`config.mk`:
```
export PLATFORM = sky130hd
export DESIGN_NAME = axis_channel_selector
export DESIGN_NICKNAME = d
export VERILOG_FILES = /design/src/rtl/axis_channel_selector.sv
export SDC_FILE = /design/constraint.sdc
export NUM_CORES = 1
export LEC_CHECK = 0
export ABC_AREA = 1
export ABC_CLOCK_PERIOD_IN_PS = 1700
export CELL_PAD_IN_SITES_DETAIL_PLACEMENT = 0
export CELL_PAD_IN_SITES_GLOBAL_PLACEMENT = 1
export CORE_MARGIN = 1
export CORE_UTILIZATION = 21
export CTS_CLUSTER_DIAMETER = 30
export CTS_CLUSTER_SIZE = 12
export DETAILED_ROUTE_END_ITERATION = 6
export PLACE_DENSITY = 0.9
export SLEW_MARGIN = 20
export SYNTH_ARGS = -nofsm -noshare
export SYNTH_HDL_FRONTEND = slang
export SYNTH_SLANG_ARGS = --single-unit
```
`constraint.sdc`:
```
create_clock -name aclk -period 1.7 [get_ports aclk]
set_input_delay 0.34 -clock aclk [delete_from_list [all_inputs] [get_ports aclk]]
set_output_delay 0.34 -clock aclk [all_outputs]
set_load 0.03 [all_outputs]
```
`src/rtl/axis_channel_selector.sv`:
```
// AXI-Stream N:1 channel selector with frame-safe switching and a single
// registered output stage. Unselected channels are either drained or stalled.
module axis_channel_selector #(
    parameter int DATA_WIDTH  = 32,
    parameter int NUM_CH      = 4,
    parameter int SEL_WIDTH   = 2,
    parameter int DRAIN_UNSEL = 1
) (
    input  logic                         aclk,
    input  logic                         areset,
    input  logic [SEL_WIDTH-1:0]         cfg,
    input  logic [NUM_CH*DATA_WIDTH-1:0] s_axis_tdata,
    input  logic [NUM_CH-1:0]            s_axis_tvalid,
    input  logic [NUM_CH-1:0]            s_axis_tlast,
    output logic [NUM_CH-1:0]            s_axis_tready,
    output logic [DATA_WIDTH-1:0]        m_axis_tdata,
    output logic                         m_axis_tvalid,
    output logic                         m_axis_tlast,
    input  logic                         m_axis_tready,
    output logic [SEL_WIDTH-1:0]         cur_sel,
    output logic                         switch_pending
);

    typedef enum logic {
        RUN    = 1'b0,
        SWITCH = 1'b1
    } state_t;

    localparam logic DRAIN_BIT = (DRAIN_UNSEL != 0);

    state_t                state_r;
    logic [SEL_WIDTH-1:0]  sel_r;
    logic [SEL_WIDTH-1:0]  pend_sel_r;
    logic [SEL_WIDTH-1:0]  cur_sel_r;
    logic                  in_frame_r;
    logic [DATA_WIDTH-1:0] data_r;
    logic                  last_r;
    logic                  valid_r;

    logic [DATA_WIDTH-1:0] sel_data_s;
    logic                  sel_last_s;
    logic                  sel_valid_s;
    logic                  out_free_s;
    logic                  cfg_valid_s;
    logic                  accept_s;
    logic [NUM_CH-1:0]     tready_s;

    assign out_free_s  = !valid_r || m_axis_tready;
    assign cfg_valid_s = (int'(cfg) < NUM_CH);
    assign accept_s    = (state_r == RUN) && !areset && sel_valid_s && out_free_s;

    // Route the active channel's beat to the output register input.
    always_comb begin
        sel_data_s  = {DATA_WIDTH{1'b0}};
        sel_last_s  = 1'b0;
        sel_valid_s = 1'b0;
        for (int k = 0; k < NUM_CH; k++) begin
            sel_data_s  = (sel_r == SEL_WIDTH'(k)) ? s_axis_tdata[k*DATA_WIDTH +: DATA_WIDTH] : sel_data_s;
            sel_last_s  = (sel_r == SEL_WIDTH'(k)) ? s_axis_tlast[k]  : sel_last_s;
            sel_valid_s = (sel_r == SEL_WIDTH'(k)) ? s_axis_tvalid[k] : sel_valid_s;
        end
    end

    // Per-channel ready: old and new channel are both held off during the switch cycle.
    always_comb begin
        tready_s = {NUM_CH{1'b0}};
        for (int k = 0; k < NUM_CH; k++) begin
            if (areset) begin
                tready_s[k] = 1'b0;
            end else if (state_r == RUN) begin
                tready_s[k] = (sel_r == SEL_WIDTH'(k)) ? out_free_s : DRAIN_BIT;
            end else begin
                tready_s[k] = ((sel_r == SEL_WIDTH'(k)) || (pend_sel_r == SEL_WIDTH'(k))) ? 1'b0 : DRAIN_BIT;
            end
        end
    end

    // Output stage, frame tracking and the RUN/SWITCH controller.
    always_ff @(posedge aclk) begin
        if (areset) begin
            state_r    <= RUN;
            sel_r      <= {SEL_WIDTH{1'b0}};
            pend_sel_r <= {SEL_WIDTH{1'b0}};
            cur_sel_r  <= {SEL_WIDTH{1'b0}};
            in_frame_r <= 1'b0;
            data_r     <= {DATA_WIDTH{1'b0}};
            last_r     <= 1'b0;
            valid_r    <= 1'b0;
        end else begin
            if (accept_s) begin
                data_r     <= sel_data_s;
                last_r     <= sel_last_s;
                valid_r    <= 1'b1;
                in_frame_r <= !sel_last_s;
            end else if (m_axis_tready) begin
                valid_r <= 1'b0;
            end
            case (state_r)
                RUN: begin
                    // A beat accepted this cycle (even a tlast) defers the switch decision.
                    if (cfg_valid_s && (cfg != sel_r) && !in_frame_r && !accept_s) begin
                        pend_sel_r <= cfg;
                        state_r    <= SWITCH;
                    end
                end
                SWITCH: begin
                    sel_r     <= pend_sel_r;
                    cur_sel_r <= pend_sel_r;
                    state_r   <= RUN;
                end
                default: begin
                    state_r <= RUN;
                end
            endcase
        end
    end

    assign s_axis_tready  = tready_s;
    assign m_axis_tdata   = data_r;
    assign m_axis_tlast   = last_r;
    assign m_axis_tvalid  = valid_r;
    assign cur_sel        = cur_sel_r;
    assign switch_pending = cfg_valid_s && (cfg != cur_sel_r);

endmodule
```
==> run metrics <==
final hold violations=0; CTS tree=done; most frequent cells in the layout=nand2_1 (178), clkdlybuf4s50_1 (171), dfxtp_1 (40), a21oi_1 (38); pwr dens=855.2 mW/mm2; most common cell after layout, fill and taps aside=nand2_1; CP startpoint=m_axis_tdata[16]$_SDFFE_PP0P_; CTS clk-pin slew, worst paths=60 ps; Post-synth ARST share=0; fin crit period=1646 ps; vias post-DR=3189; Final WS setup=53.95 ps; die span in y=108.4 um; Pins Over Slew Limit=0; DP HPWL=7322 um; Crit path arrival time=1310 ps; Buf/Inv on CP=1; hold path cells=2; crit-path leading delay family=buffers and inverters; share of layout cells above drive strength 1=0.08901; synthesized instance count=392; CP Capture Type=primary output; Clk pwr share=0.220; synth-to-layout area growth=96.42%; Hold Path Class=flip-flop to flip-flop; P_leak=1.855 nW; worst reg2reg path depth=11; number of vias per cell=4.473; Post-synth EDFFs=0; Net Switching=1.453 mW; cell area after layout=0.004667 mm2; Setup Slack @ Placement=-133.2 ps; Final period util=0.9683; total track usage=0.1517; initial cell density of the core=0.2173; antenna-violating nets left=0; Die X=108.4 um; GP Congestion=0.8009; slew of the pin with the lowest slew margin=340.8 ps; die area=0.01174 mm2; Cell Chain, Critical Path=clkdlybuf4s50_1; antenna violations before repair=0; pin count of the biggest net entering global routing=36; I/O pin cnt=182; Diodes inserted=0; Rows=38; clk sinks=40; capture point of the worst path=m_axis_tdata[16]; Critical R2R Capture=m_axis_tdata[3]$_SDFFE_PP0P_; synthesized area=0.002376 mm2; global-route wire length before repair=14070 um; unrepaired setup endpoints after global routing=false; TNS Setup=0 ps; Skew-Pair Late Insertion Delay=280 ps; sequential share of power=0.291; CTS Buf Count=5; Synth top area share=0.3370; Final Skew=7.531 ps; port buffer count=181; clk buf depth=2; Final setup viols=0; Main synth FF type=dfxtp_1; #FFs+latches synth=40; cell taking the most area after synthesis=dfxtp_1; initial DRC count=87; Core Box Area=0.01094 mm2; crit-path max cell delay=690 ps; drt drc=0; # Max-Cap Violations=0; library cells used by synthesis=24; R2R Setup Slk=200 ps; RR Startpoint=sel_r[0]$_SDFFE_PP0P_; Int Power=2.538 mW; crit path launch type=flip-flop; worst vdd ir=0.3654 mV; filler instances=1141; CP max FO=2; combinational share of power=0.489; CTS Root Cell=clkbuf_16; Synth area leaders=dfxtp_1 (34%), nand2_1 (28%), a21oi_1 (8.8%); vias in the first global route=3111; Max transition margin=0.7721; Final Net Count=714; critical path depth=1; Yosys Warn Count=0; post-placement cell area=0.004453 mm2; GRT Residual Overflow=0; htree depth=2; Syn Area/Cell=6.061 um2; Switching Fraction=0.3640; achievable frequency=607.5 MHz; Critical Path RT=1360 ps; Post-Route WL=9212 um; Routed wire per std cell=12.92 um; slowest stage cell on the critical path=clkdlybuf4s50_1; Pre-antenna DRT Iters=4; register area share after synthesis=0.3370; CP Class=flip-flop to primary output; outcome=complete, no violations; Mapped Nets=533
[logic make-up after synthesis]
group                  share of synthesized area
XOR/XNOR                                0.007374
AND/OR/NAND/NOR                           0.4334
buffers and inverters                    0.08741
flip-flops                                0.3370
AO/OA/AOI/OAI                             0.1348
[area by class of cell]
cell class / instances / area (um2) / area share
multi-input cells: 310 / 1445 / 0.3097
clock inverters: 1 / 5.005 / 0.001072
repair buffers: 200 / 2052 / 0.4397
flip-flops and latches: 40 / 800.8 / 0.1716
inverters: 16 / 60.06 / 0.01287
clock buffers: 6 / 128.9 / 0.02761
well taps: 140 / 175.2 / 0.03753
[per-stage QoR]
stage / hold WS, ps / cells / util / power, mW
after floorplan: 444.2 / 392 / - / 2.214
after global placement: 449.4 / 706 / 0.4072 / 3.075
after detailed placement: 456.8 / 706 / 0.4072 / 3.102
after CTS: 465.5 / 713 / 0.4227 / 4.035
after global routing: 485.5 / 713 / 0.4268 / 4.269
final: 462.2 / 713 / 0.4268 / 3.991
[Yosys cell counts, drive strengths merged (2+ instances only)]
cell / n
nand2: 181
clkbuf: 5
buf: 21
o22ai: 4
inv: 15
o21ai: 17
xnor2: 2
dfxtp: 40
nand4: 19
nand3: 19
nor2: 24
a21oi: 42
[flip-flops by register name, summed over array words and instances (netlist names)]
name	count
pend_sel_r	2
sel_r	2
m_axis_tlast	1
in_frame_r	1
m_axis_tdata	32
state_r	1
m_axis_tvalid	1
[how the worst min path moves through the flow]
stage	from	endpoint	slack (ps)
detailed placement	m_axis_tdata[24]$_SDFFE_PP0P_	m_axis_tdata[24]$_SDFFE_PP0P_	460
floorplan	in_frame_r$_SDFFE_PP0P_	in_frame_r$_SDFFE_PP0P_	440
CTS	m_axis_tdata[24]$_SDFFE_PP0P_	m_axis_tdata[24]$_SDFFE_PP0P_	470
global placement	m_axis_tdata[26]$_SDFFE_PP0P_	m_axis_tdata[26]$_SDFFE_PP0P_	450
finish	m_axis_tdata[0]$_SDFFE_PP0P_	m_axis_tdata[0]$_SDFFE_PP0P_	460
global route	m_axis_tdata[8]$_SDFFE_PP0P_	m_axis_tdata[8]$_SDFFE_PP0P_	490
[worst reg2reg max path: stages, from the launching register on]
cell and delay (ps):
dfxtp_1 330, buf_4 180, inv_2 70, nand3b_1 90, nand3_1 90, nand2_2 90, nand3_4 80, inv_2 80
buf_12 170, nand2_1 80, o21ai_1 80, nor2_1 50
[routing by layer]
metal	vias up	global-route usage	part of all wire	routed length, um
met5	-	0	0	0
met4	0	0.03764	0.0069	64
met3	6	0.04762	0.095	871
met2	130	0.2921	0.50	4635
met1	1429	0.1576	0.40	3640
li1	1624	-	-	-
[power groups by stage]
stage / Sequential, mW / Combinational, mW / Clock, mW
5_1_grt: 1.18 / 2.14 / 0.953
3_3_place_gp: 1.17 / 1.90 / 0
6_report: 1.16 / 1.95 / 0.876
3_5_place_dp: 1.18 / 1.92 / 0
2_1_floorplan: 1.41 / 0.806 / 0
4_1_cts: 1.16 / 1.96 / 0.917
[what timing repair did]
action / in CTS / in global routing
buffers inserted: 0 / 0
cloned: 0 / 0
pin swaps: 4 / 1
endpoints found under the setup margin: 6 / 4
hold buffers: 0 / 0
gates resized for setup: 12 / 9
Power figures use the tool's default switching activity.
